**config.mk**
```make
export PLATFORM = sky130hd
export DESIGN_NAME = hpdcache_refill_victim_ctrl
export DESIGN_NICKNAME = d
export VERILOG_FILES = /design/src/rtl/hpdcache_refill_victim_ctrl_pkg.sv /design/src/rtl/hpdcache_refill_victim_ctrl_checker.sv /design/src/rtl/hpdcache_refill_victim_ctrl.sv
export SDC_FILE = /design/constraint.sdc
export NUM_CORES = 1
export LEC_CHECK = 0
export BUFFER_PORTS_ARGS = -buffer_cell sky130_fd_sc_hd__buf_4
export CELL_PAD_IN_SITES_DETAIL_PLACEMENT = 0
export CELL_PAD_IN_SITES_GLOBAL_PLACEMENT = 1
export CORE_ASPECT_RATIO = 0.7
export CORE_MARGIN = 2
export CORE_UTILIZATION = 30
export CTS_BUF_LIST = sky130_fd_sc_hd__clkbuf_8
export CTS_CLUSTER_DIAMETER = 120
export DETAILED_ROUTE_END_ITERATION = 16
export PLACE_DENSITY = 0.83
export SYNTH_ARGS = -nofsm -noshare
export SYNTH_HDL_FRONTEND = slang
export SYNTH_SLANG_ARGS = --single-unit
```
**constraint.sdc**
```tcl
create_clock -name clk_i -period 3.8 [get_ports clk_i]
set_input_delay 0.76 -clock clk_i [delete_from_list [all_inputs] [get_ports clk_i]]
set_output_delay 0.76 -clock clk_i [all_outputs]
set_load 0.02 [all_outputs]
```
**src/rtl/hpdcache_refill_victim_ctrl_pkg.sv**
```systemverilog
// -----------------------------------------------------------------------------
// hpdcache_refill_victim_ctrl_pkg
//   Shared constants and helpers for the refill/victim controller.
//   - RETRY_CNT_W / retry_cnt_t : width and type of the no-victim retry counter
//   - retry_sat_inc()           : saturating increment of that counter
// -----------------------------------------------------------------------------
package hpdcache_refill_victim_ctrl_pkg;

  localparam int unsigned RETRY_CNT_W = 8;

  typedef logic [RETRY_CNT_W-1:0] retry_cnt_t;

  localparam retry_cnt_t RETRY_CNT_MAX = {RETRY_CNT_W{1'b1}};

  // Increment that sticks at the maximum instead of wrapping to zero.
  function automatic retry_cnt_t retry_sat_inc(input retry_cnt_t cnt);
    retry_cnt_t res;
    if (cnt == RETRY_CNT_MAX) begin
      res = cnt;
    end else begin
      res = cnt + retry_cnt_t'(1);
    end
    return res;
  endfunction

endpackage

```
**src/rtl/hpdcache_refill_victim_ctrl_checker.sv**
```systemverilog
// -----------------------------------------------------------------------------
// hpdcache_refill_victim_ctrl_checker
//   Protocol properties for the refill/victim controller.
//   Ports:
//     clk_i, rst_ni                       clock, async active-low reset
//     in_select / in_wait                 controller is in SELECT / WAIT
//     sel_victim_way                      victim vector from the selector
//     refill_done                         refill completion pulse
//     evict_* / refill_*                  request handshakes being watched
// -----------------------------------------------------------------------------
module hpdcache_refill_victim_ctrl_checker #(
  parameter int unsigned WAYS  = 4,
  parameter int unsigned SET_W = 6
) (
  input logic             clk_i,
  input logic             rst_ni,
  input logic             in_select,
  input logic             in_wait,
  input logic [WAYS-1:0]  sel_victim_way,
  input logic             refill_done,
  input logic             evict_valid,
  input logic             evict_ready,
  input logic [SET_W-1:0] evict_set,
  input logic [WAYS-1:0]  evict_way,
  input logic             refill_valid,
  input logic             refill_ready,
  input logic [SET_W-1:0] refill_set,
  input logic [WAYS-1:0]  refill_way
);

  // The selector may name at most one victim way.
  a_victim_onehot0: assert property (
    @(posedge clk_i) disable iff (!rst_ni)
    in_select |-> $onehot0(sel_victim_way)
  ) else $error("victim vector is not one-hot or zero");

  // A completion pulse outside WAIT has no effect on the controller; report it.
  a_done_in_wait: assert property (
    @(posedge clk_i) disable iff (!rst_ni)
    refill_done |-> in_wait
  ) else $warning("refill_done_i seen outside WAIT and ignored");

  // An evict request held without ready keeps its payload.
  a_evict_stable: assert property (
    @(posedge clk_i) disable iff (!rst_ni)
    (evict_valid && !evict_ready) |=> (evict_valid && $stable(evict_set) && $stable(evict_way))
  ) else $error("evict request changed while stalled");

  // A refill request held without ready keeps its payload.
  a_refill_stable: assert property (
    @(posedge clk_i) disable iff (!rst_ni)
    (refill_valid && !refill_ready) |=> (refill_valid && $stable(refill_set) && $stable(refill_way))
  ) else $error("refill request changed while stalled");

endmodule

```
**src/rtl/hpdcache_refill_victim_ctrl.sv**
```systemverilog
// -----------------------------------------------------------------------------
// hpdcache_refill_victim_ctrl
//   Single-outstanding miss refill controller for one cache set: reads the
//   directory, hands it to the PLRU victim selector, reserves the chosen way,
//   writes back a dirty victim, requests the refill, waits for it and finally
//   signals the replacement event to the PLRU.
//   Ports:
//     clk_i, rst_ni                 clock, async active-low reset
//     req_*                         miss request handshake (ready only in IDLE)
//     dir_rd_o, dir_rd_set_o        directory read, data back next cycle
//     dir_*_i                       directory bits of the read set
//     sel_*                         victim selector interface
//     fetch_mark_*                  reserve the victim way (fetch bit)
//     evict_*                       dirty-victim writeback request
//     refill_*                      memory refill request / completion
//     repl_*                        replacement event to the PLRU
//     busy_o, retry_cnt_o           status
// -----------------------------------------------------------------------------
module hpdcache_refill_victim_ctrl
  import hpdcache_refill_victim_ctrl_pkg::*;
#(
  parameter int unsigned SETS = 64,
  parameter int unsigned WAYS = 4,
  localparam int unsigned SET_W = (SETS > 1) ? $clog2(SETS) : 1
) (
  input  logic                   clk_i,
  input  logic                   rst_ni,

  input  logic                   req_valid_i,
  output logic                   req_ready_o,
  input  logic [SET_W-1:0]       req_set_i,

  output logic                   dir_rd_o,
  output logic [SET_W-1:0]       dir_rd_set_o,
  input  logic [WAYS-1:0]        dir_valid_i,
  input  logic [WAYS-1:0]        dir_wback_i,
  input  logic [WAYS-1:0]        dir_dirty_i,
  input  logic [WAYS-1:0]        dir_fetch_i,

  output logic [WAYS-1:0]        sel_dir_valid_o,
  output logic [WAYS-1:0]        sel_dir_wback_o,
  output logic [WAYS-1:0]        sel_dir_dirty_o,
  output logic [WAYS-1:0]        sel_dir_fetch_o,
  output logic [SET_W-1:0]       sel_victim_set_o,
  input  logic [WAYS-1:0]        sel_victim_way_i,

  output logic                   fetch_mark_o,
  output logic [SET_W-1:0]       fetch_mark_set_o,
  output logic [WAYS-1:0]        fetch_mark_way_o,

  output logic                   evict_valid_o,
  input  logic                   evict_ready_i,
  output logic [SET_W-1:0]       evict_set_o,
  output logic [WAYS-1:0]        evict_way_o,

  output logic                   refill_valid_o,
  input  logic                   refill_ready_i,
  output logic [SET_W-1:0]       refill_set_o,
  output logic [WAYS-1:0]        refill_way_o,
  input  logic                   refill_done_i,

  output logic                   repl_o,
  output logic [SET_W-1:0]       repl_set_o,
  output logic [WAYS-1:0]        repl_way_o,

  output logic                   busy_o,
  output logic [RETRY_CNT_W-1:0] retry_cnt_o
);

  typedef logic [SET_W-1:0] set_t;
  typedef logic [WAYS-1:0]  way_vector_t;

  typedef enum logic [2:0] {
    ST_IDLE   = 3'd0,
    ST_DIR_RD = 3'd1,
    ST_SELECT = 3'd2,
    ST_EVICT  = 3'd3,
    ST_FETCH  = 3'd4,
    ST_WAIT   = 3'd5,
    ST_REPL   = 3'd6
  } state_e;

  state_e      state_r;
  state_e      state_next_s;
  set_t        set_r;
  way_vector_t way_r;
  retry_cnt_t  retry_cnt_r;

  logic        set_ld_s;
  logic        way_ld_s;
  logic        retry_inc_s;
  logic        in_select_s;
  logic        victim_none_s;
  logic        victim_dirty_s;

  assign in_select_s    = (state_r == ST_SELECT);
  assign victim_none_s  = (sel_victim_way_i == {WAYS{1'b0}});
  // Only a valid, dirty, write-back line needs to be written out before reuse.
  assign victim_dirty_s = |(sel_victim_way_i & dir_valid_i & dir_dirty_i & dir_wback_i);

  // State register, latched set/way and saturating retry counter.
  always_ff @(posedge clk_i or negedge rst_ni) begin
    if (!rst_ni) begin
      state_r     <= ST_IDLE;
      set_r       <= {SET_W{1'b0}};
      way_r       <= {WAYS{1'b0}};
      retry_cnt_r <= {RETRY_CNT_W{1'b0}};
    end else begin
      state_r <= state_next_s;
      if (set_ld_s) begin
        set_r <= req_set_i;
      end
      if (way_ld_s) begin
        way_r <= sel_victim_way_i;
      end
      if (retry_inc_s) begin
        retry_cnt_r <= retry_sat_inc(retry_cnt_r);
      end
    end
  end

  // Next-state decode and register load enables.
  always_comb begin
    state_next_s = state_r;
    set_ld_s     = 1'b0;
    way_ld_s     = 1'b0;
    retry_inc_s  = 1'b0;
    case (state_r)
      ST_IDLE: begin
        if (req_valid_i) begin
          set_ld_s     = 1'b1;
          state_next_s = ST_DIR_RD;
        end else begin
          state_next_s = ST_IDLE;
        end
      end
      ST_DIR_RD: begin
        state_next_s = ST_SELECT;
      end
      ST_SELECT: begin
        if (victim_none_s) begin
          // Every way is busy or reserved: re-read the directory and try again.
          retry_inc_s  = 1'b1;
          state_next_s = ST_DIR_RD;
        end else if (victim_dirty_s) begin
          way_ld_s     = 1'b1;
          state_next_s = ST_EVICT;
        end else begin
          way_ld_s     = 1'b1;
          state_next_s = ST_FETCH;
        end
      end
      ST_EVICT: begin
        if (evict_ready_i) begin
          state_next_s = ST_FETCH;
        end else begin
          state_next_s = ST_EVICT;
        end
      end
      ST_FETCH: begin
        if (refill_ready_i) begin
          state_next_s = ST_WAIT;
        end else begin
          state_next_s = ST_FETCH;
        end
      end
      ST_WAIT: begin
        if (refill_done_i) begin
          state_next_s = ST_REPL;
        end else begin
          state_next_s = ST_WAIT;
        end
      end
      ST_REPL: begin
        state_next_s = ST_IDLE;
      end
      default: begin
        state_next_s = ST_IDLE;
      end
    endcase
  end

  // Strobes are qualified by state; set/way buses always carry the latched values.
  assign req_ready_o      = (state_r == ST_IDLE);
  assign busy_o           = (state_r != ST_IDLE);
  assign retry_cnt_o      = retry_cnt_r;

  assign dir_rd_o         = (state_r == ST_DIR_RD);
  assign dir_rd_set_o     = set_r;

  assign sel_dir_valid_o  = in_select_s ? dir_valid_i : {WAYS{1'b0}};
  assign sel_dir_wback_o  = in_select_s ? dir_wback_i : {WAYS{1'b0}};
  assign sel_dir_dirty_o  = in_select_s ? dir_dirty_i : {WAYS{1'b0}};
  assign sel_dir_fetch_o  = in_select_s ? dir_fetch_i : {WAYS{1'b0}};
  assign sel_victim_set_o = set_r;

  // The way is not latched yet while the mark is pulsed, so pass the selector through.
  assign fetch_mark_o     = in_select_s & ~victim_none_s;
  assign fetch_mark_set_o = set_r;
  assign fetch_mark_way_o = in_select_s ? sel_victim_way_i : way_r;

  assign evict_valid_o    = (state_r == ST_EVICT);
  assign evict_set_o      = set_r;
  assign evict_way_o      = way_r;

  assign refill_valid_o   = (state_r == ST_FETCH);
  assign refill_set_o     = set_r;
  assign refill_way_o     = way_r;

  assign repl_o           = (state_r == ST_REPL);
  assign repl_set_o       = set_r;
  assign repl_way_o       = way_r;

  hpdcache_refill_victim_ctrl_checker #(
    .WAYS  (WAYS),
    .SET_W (SET_W)
  ) u_checker (
    .clk_i          (clk_i),
    .rst_ni         (rst_ni),
    .in_select      (in_select_s),
    .in_wait        (state_r == ST_WAIT),
    .sel_victim_way (sel_victim_way_i),
    .refill_done    (refill_done_i),
    .evict_valid    (evict_valid_o),
    .evict_ready    (evict_ready_i),
    .evict_set      (evict_set_o),
    .evict_way      (evict_way_o),
    .refill_valid   (refill_valid_o),
    .refill_ready   (refill_ready_i),
    .refill_set     (refill_set_o),
    .refill_way     (refill_way_o)
  );

endmodule

```
* After elaboration in Yosys (flattened, before gate mapping)
Index checks and enable logic that the tools add are counted.
W data, S select, Z words.
** Storage, ports and cells
- Register bits :: 21
- Input port bits :: 32
- Output and inout port bits :: 83
- Logic and storage cells :: 41
** Cells by class
- $add $sub $neg :: 1
- Eq/ne operators :: 7
- Muxes and demuxes :: 18
- Bitwise operators :: 6
- Reductions and logical operators :: 5
** Operators with widths (number)
- $mux W4 :: 5
- $pmux W3 S6 :: 1
- $and A4 B4 Y4 :: 3
- $eq A3 B3 Y1 const B :: 3
- $mux W3 :: 3
- $add A8 B1 Y8 const B :: 1
- $eq A8 B8 Y1 const B :: 1
- $mux W1 :: 8
- $eq A3 B2 Y1 const B :: 2
- $logic_not A4 Y1 :: 1
- $reduce_or A4 Y1 :: 1
- $eq A3 B1 Y1 const B :: 1
- $logic_not A3 Y1 :: 1
- $reduce_bool A3 Y1 :: 1
- $mux W2 :: 1
- $not A1 Y1 :: 2
- $reduce_and A2 Y1 :: 1
- $and A1 B1 Y1 :: 1

* Logic depth before layout (Yosys ltp)
- Word-level depth :: 7
- Depth in mapped cells :: 6
- Gate-level depth less buffers :: 5

* Worst setup path after synthesis
No wires, ideal clock.
- Path kind :: input to output
- Start :: in sel_victim_way_i[0]
- End :: out fetch_mark_o
- Data arrival time :: 1.420 ns
- Required time :: 3.040 ns
- Setup slack :: 1.620 ns
- Stages on the path :: 2
- Cell sequence :: nor4_4 -> nor2_1
** On the way
- Cells in the longest elaborated chain, start to end :: 3
** Ends and longest elaborated chain
- start, declared :: line hpdcache_refill_victim_ctrl.sv:45 : input logic [WAYS-1:0] sel_victim_way_i,
- $logic_not A4 Y1 :: line hpdcache_refill_victim_ctrl.sv:97 : assign victim_none_s = (sel_victim_way_i == {WAYS{1'b0}});
- $not A1 Y1 :: line hpdcache_refill_victim_ctrl.sv:198 : assign fetch_mark_o = in_select_s & ~victim_none_s;
- $and A1 B1 Y1 :: line hpdcache_refill_victim_ctrl.sv:198
- end, declared :: line hpdcache_refill_victim_ctrl.sv:47 : output logic fetch_mark_o,
No other way between the ends.

* Worst setup path in the final report
- Start :: reg state_r[1]
- End :: out fetch_mark_way_o[1]
** On the way
- Cells in the longest elaborated chain, start to end :: 2
** Ends and longest elaborated chain
- start, declared :: line hpdcache_refill_victim_ctrl.sv:83 : state_e state_r;
- start signal, assigned :: line hpdcache_refill_victim_ctrl.sv:109 : state_r <= state_next_s;
- $eq A3 B2 Y1 :: line hpdcache_refill_victim_ctrl.sv:96 : assign in_select_s = (state_r == ST_SELECT);
- $mux W4 :: line hpdcache_refill_victim_ctrl.sv:200 : assign fetch_mark_way_o = in_select_s ? sel_victim_way_i : way_r;
- end, declared :: line hpdcache_refill_victim_ctrl.sv:49 : output logic [WAYS-1:0] fetch_mark_way_o,
No other way between the ends.

==> results.ini <==
[sta]
hold_viol=0
fin_skew_ps=2.50
final_max_slew_viol_count=0
finalCritPeriodShare_pct=75.1
post-route-min-period_ps=2850
setup_viol=0
whs_ps=371
tightest_slew_ps=797
fmax_ghz=0.350
rsz0062_at_grt=false
slew-limit-headroom_pct=46.8
tns_ps=0

[yosys]
syn_area_per_cell_sq_um=9.91
synth_cells=151
yosys_warnings=0
syn-cell-area_sq_um=1500
synth_edf_count=0
synth_seq_cells=21
synth.yosys.seq_area_share_pct=35.1
synth_ff_type=dfrtp_1
async_flop_share_pct=100
synthesis.nets=184
yosysUniqueCellTypes=34

[job]
drv_cap=0

[cts]
clock_latency_ps=260
cts-buffers-inserted=3
cts-root-buf=clkbuf_8
cts_buffer_depth=2
cts_setup_buffers=0
cts_resized=0
clk_pin_slew_ps=80
cts_max_level=1
cts_tree=yes
cts_hold_buf=0
clkSinkCount=21

[global_routing]
antenna_found_initial=0
grt_usage_pct=12.8
grt_pass1_vias=1110
grt_first_pass_wirelength_microns=5620
grt_remaining_overflow=0
grt_max_degree=24

[cells_and_area]
fin_cells=295
multiInputGateArea_sq_um=639
drive_gt1_share_pct=57.1
ff_latch_area_sq_um=526
final_util_pct=45.4
syn2layout_area_growth_pct=45.2
final_nets=260
fillerInstances=464
insertedDiodeCount=0

[worst_setup_path]
start_kind=register
rr_endpoint=retry_cnt_o[6]$_DFFE_PN0P_
end_kind=output pin
required_ps=3040
ff2ff_path_depth=4
r2r_slack_ps=1750
arrival_ps=2090
reg2reg_from=state_r[1]$_DFF_PN0_
critPathKind=reg -> out
worstPathMaxFanout=23

[detailed_routing]
ant_nets=0
avgViaCountPerCell=4.15
drt_iter0_drc=36
vias=1225
first_pass_iters=4
route.detailed.drc=0
wl_per_cell_microns=12.6
wl_microns=3730

[floorplan]
start_util_pct=31.3
rows=21
die_height_microns=63.1
core_area_sq_um=4780
die_area_sq_um=5580
die_w_microns=88.4
ios=115

[power]
p_int_mw=0.952
comb_power_share_pct=68.9
ir_worst_vdd_mv=0.322
p_leak_nw=1.13
powerDensity_nw_per_um2=859
power.total_mw=1.87
pwr-share-seq_pct=22.9
p_sw_share_pct=49.0
p_clk_share_pct=8.1
p_switching_mw=0.914

[placed_design]
hpwl_microns=2950
placed_cells=291
numPortBuffers=114
routabilityCongestion=0.815

[run_status]
outcome=complete, no violations

[min_path]
hold_class=in -> async

## routing by layer
metal | up-vias | global-route usage [%] | wire, microns
met5 | - | 0 | 0
met1 | 559 | 18.4 | 1770
li1 | 625 | - | -
met4 | 0 | 1.14 | 7
met2 | 39 | 19.6 | 1730
met3 | 2 | 3.93 | 211
## power groups by stage
stage                     Sequential (mW)  Clock [mW]  Combinational [mW]
after detailed placement            0.432           0                1.29
after floorplan                     0.464           0               0.940
after CTS                           0.428       0.160                1.30
after global placement              0.426           0                1.29
final                               0.428       0.152                1.29
after global routing                0.454       0.167                1.36
## placed cells by master, fill, tap and decap left out, types with 2 or more instances in the layout
cell,count
nand3_1,4
inv_1,2
nor3b_1,2
o21ai_0,2
xor2_1,2
nand2b_1,4
and2_1,18
xnor2_1,3
and3_1,3
nand2_1,2
buf_4,115
a22oi_1,2
dfrtp_1,21
nand4_1,5
nor2_1,5
mux2_2,5
a21o_1,4
clkbuf_8,3
mux2_1,8
nor2b_1,2
## worst max path at each step
stage                                    start                  end  slack, ps  cells after the start
after floorplan            sel_victim_way_i[0]         fetch_mark_o       1620                      2
after global placement    state_r[1]$_DFF_PN0_  fetch_mark_way_o[0]       1290                      3
after detailed placement  state_r[0]$_DFF_PN0_  fetch_mark_way_o[3]       1260                      3
after CTS                 state_r[1]$_DFF_PN0_  fetch_mark_way_o[2]        960                      3
after global routing      state_r[1]$_DFF_PN0_  fetch_mark_way_o[1]        810                      3
final                     state_r[1]$_DFF_PN0_  fetch_mark_way_o[1]        950                      3
## through the flow
stage	worst slack [ps]	instance area [sq um]
after detailed placement	1260	2130
after global routing	810	2170
after CTS	962	2170
final	945	2170
after floorplan	1620	1500
after global placement	1290	2130
## cell usage after synthesis (3+ instances only)
cell      number  area, sq um
nand4_1        5         31.3
nand3_1        4         20.0
dfrtp_1       21          526
nor2_1         5         18.8
nand2b_1       4         25.0
and3_1         3         18.8
mux2_1         8         90.1
and2_1        18          113
mux2_2         5         56.3
buf_4         41          308
a21o_1         4         30.0
xnor2_1        3         26.3
## registers in the layout (all words and copies together) (netlist names)
register,cells
state_r,3
dir_rd_set_o,6
retry_cnt_o,8
evict_way_o,4
## cell families (layout without fill, tap and decap cells)
group / Yosys count / after routing / share of synthesized area, %
AND/OR/NAND/NOR: 50 / 50 / 21.7
buffers and inverters: 47 / 122 / 22.2
flip-flops: 21 / 21 / 35.1
multiplexers: 14 / 14 / 10.5
AO/OA/AOI/OAI: 13 / 13 / 6.77
XOR/XNOR: 5 / 5 / 2.93
adder cells (fa/ha/maj): 1 / 1 / 0.836
## worst max-delay path: stages (launching register included)
cell	delay, ps
dfrtp_1	510
nor3b_4	740
mux2_2	430
buf_4	160
## final cells by class
class                      instances  area share (%)
inverter                           3           0.518
timing repair buffer             115            39.7
clock buffer                       3            1.90
multi-input combinational         83            29.4
sequential                        21            24.2
tap                               69            3.97
clock inverter                     1           0.230
(Power assumes the default switching activity.)
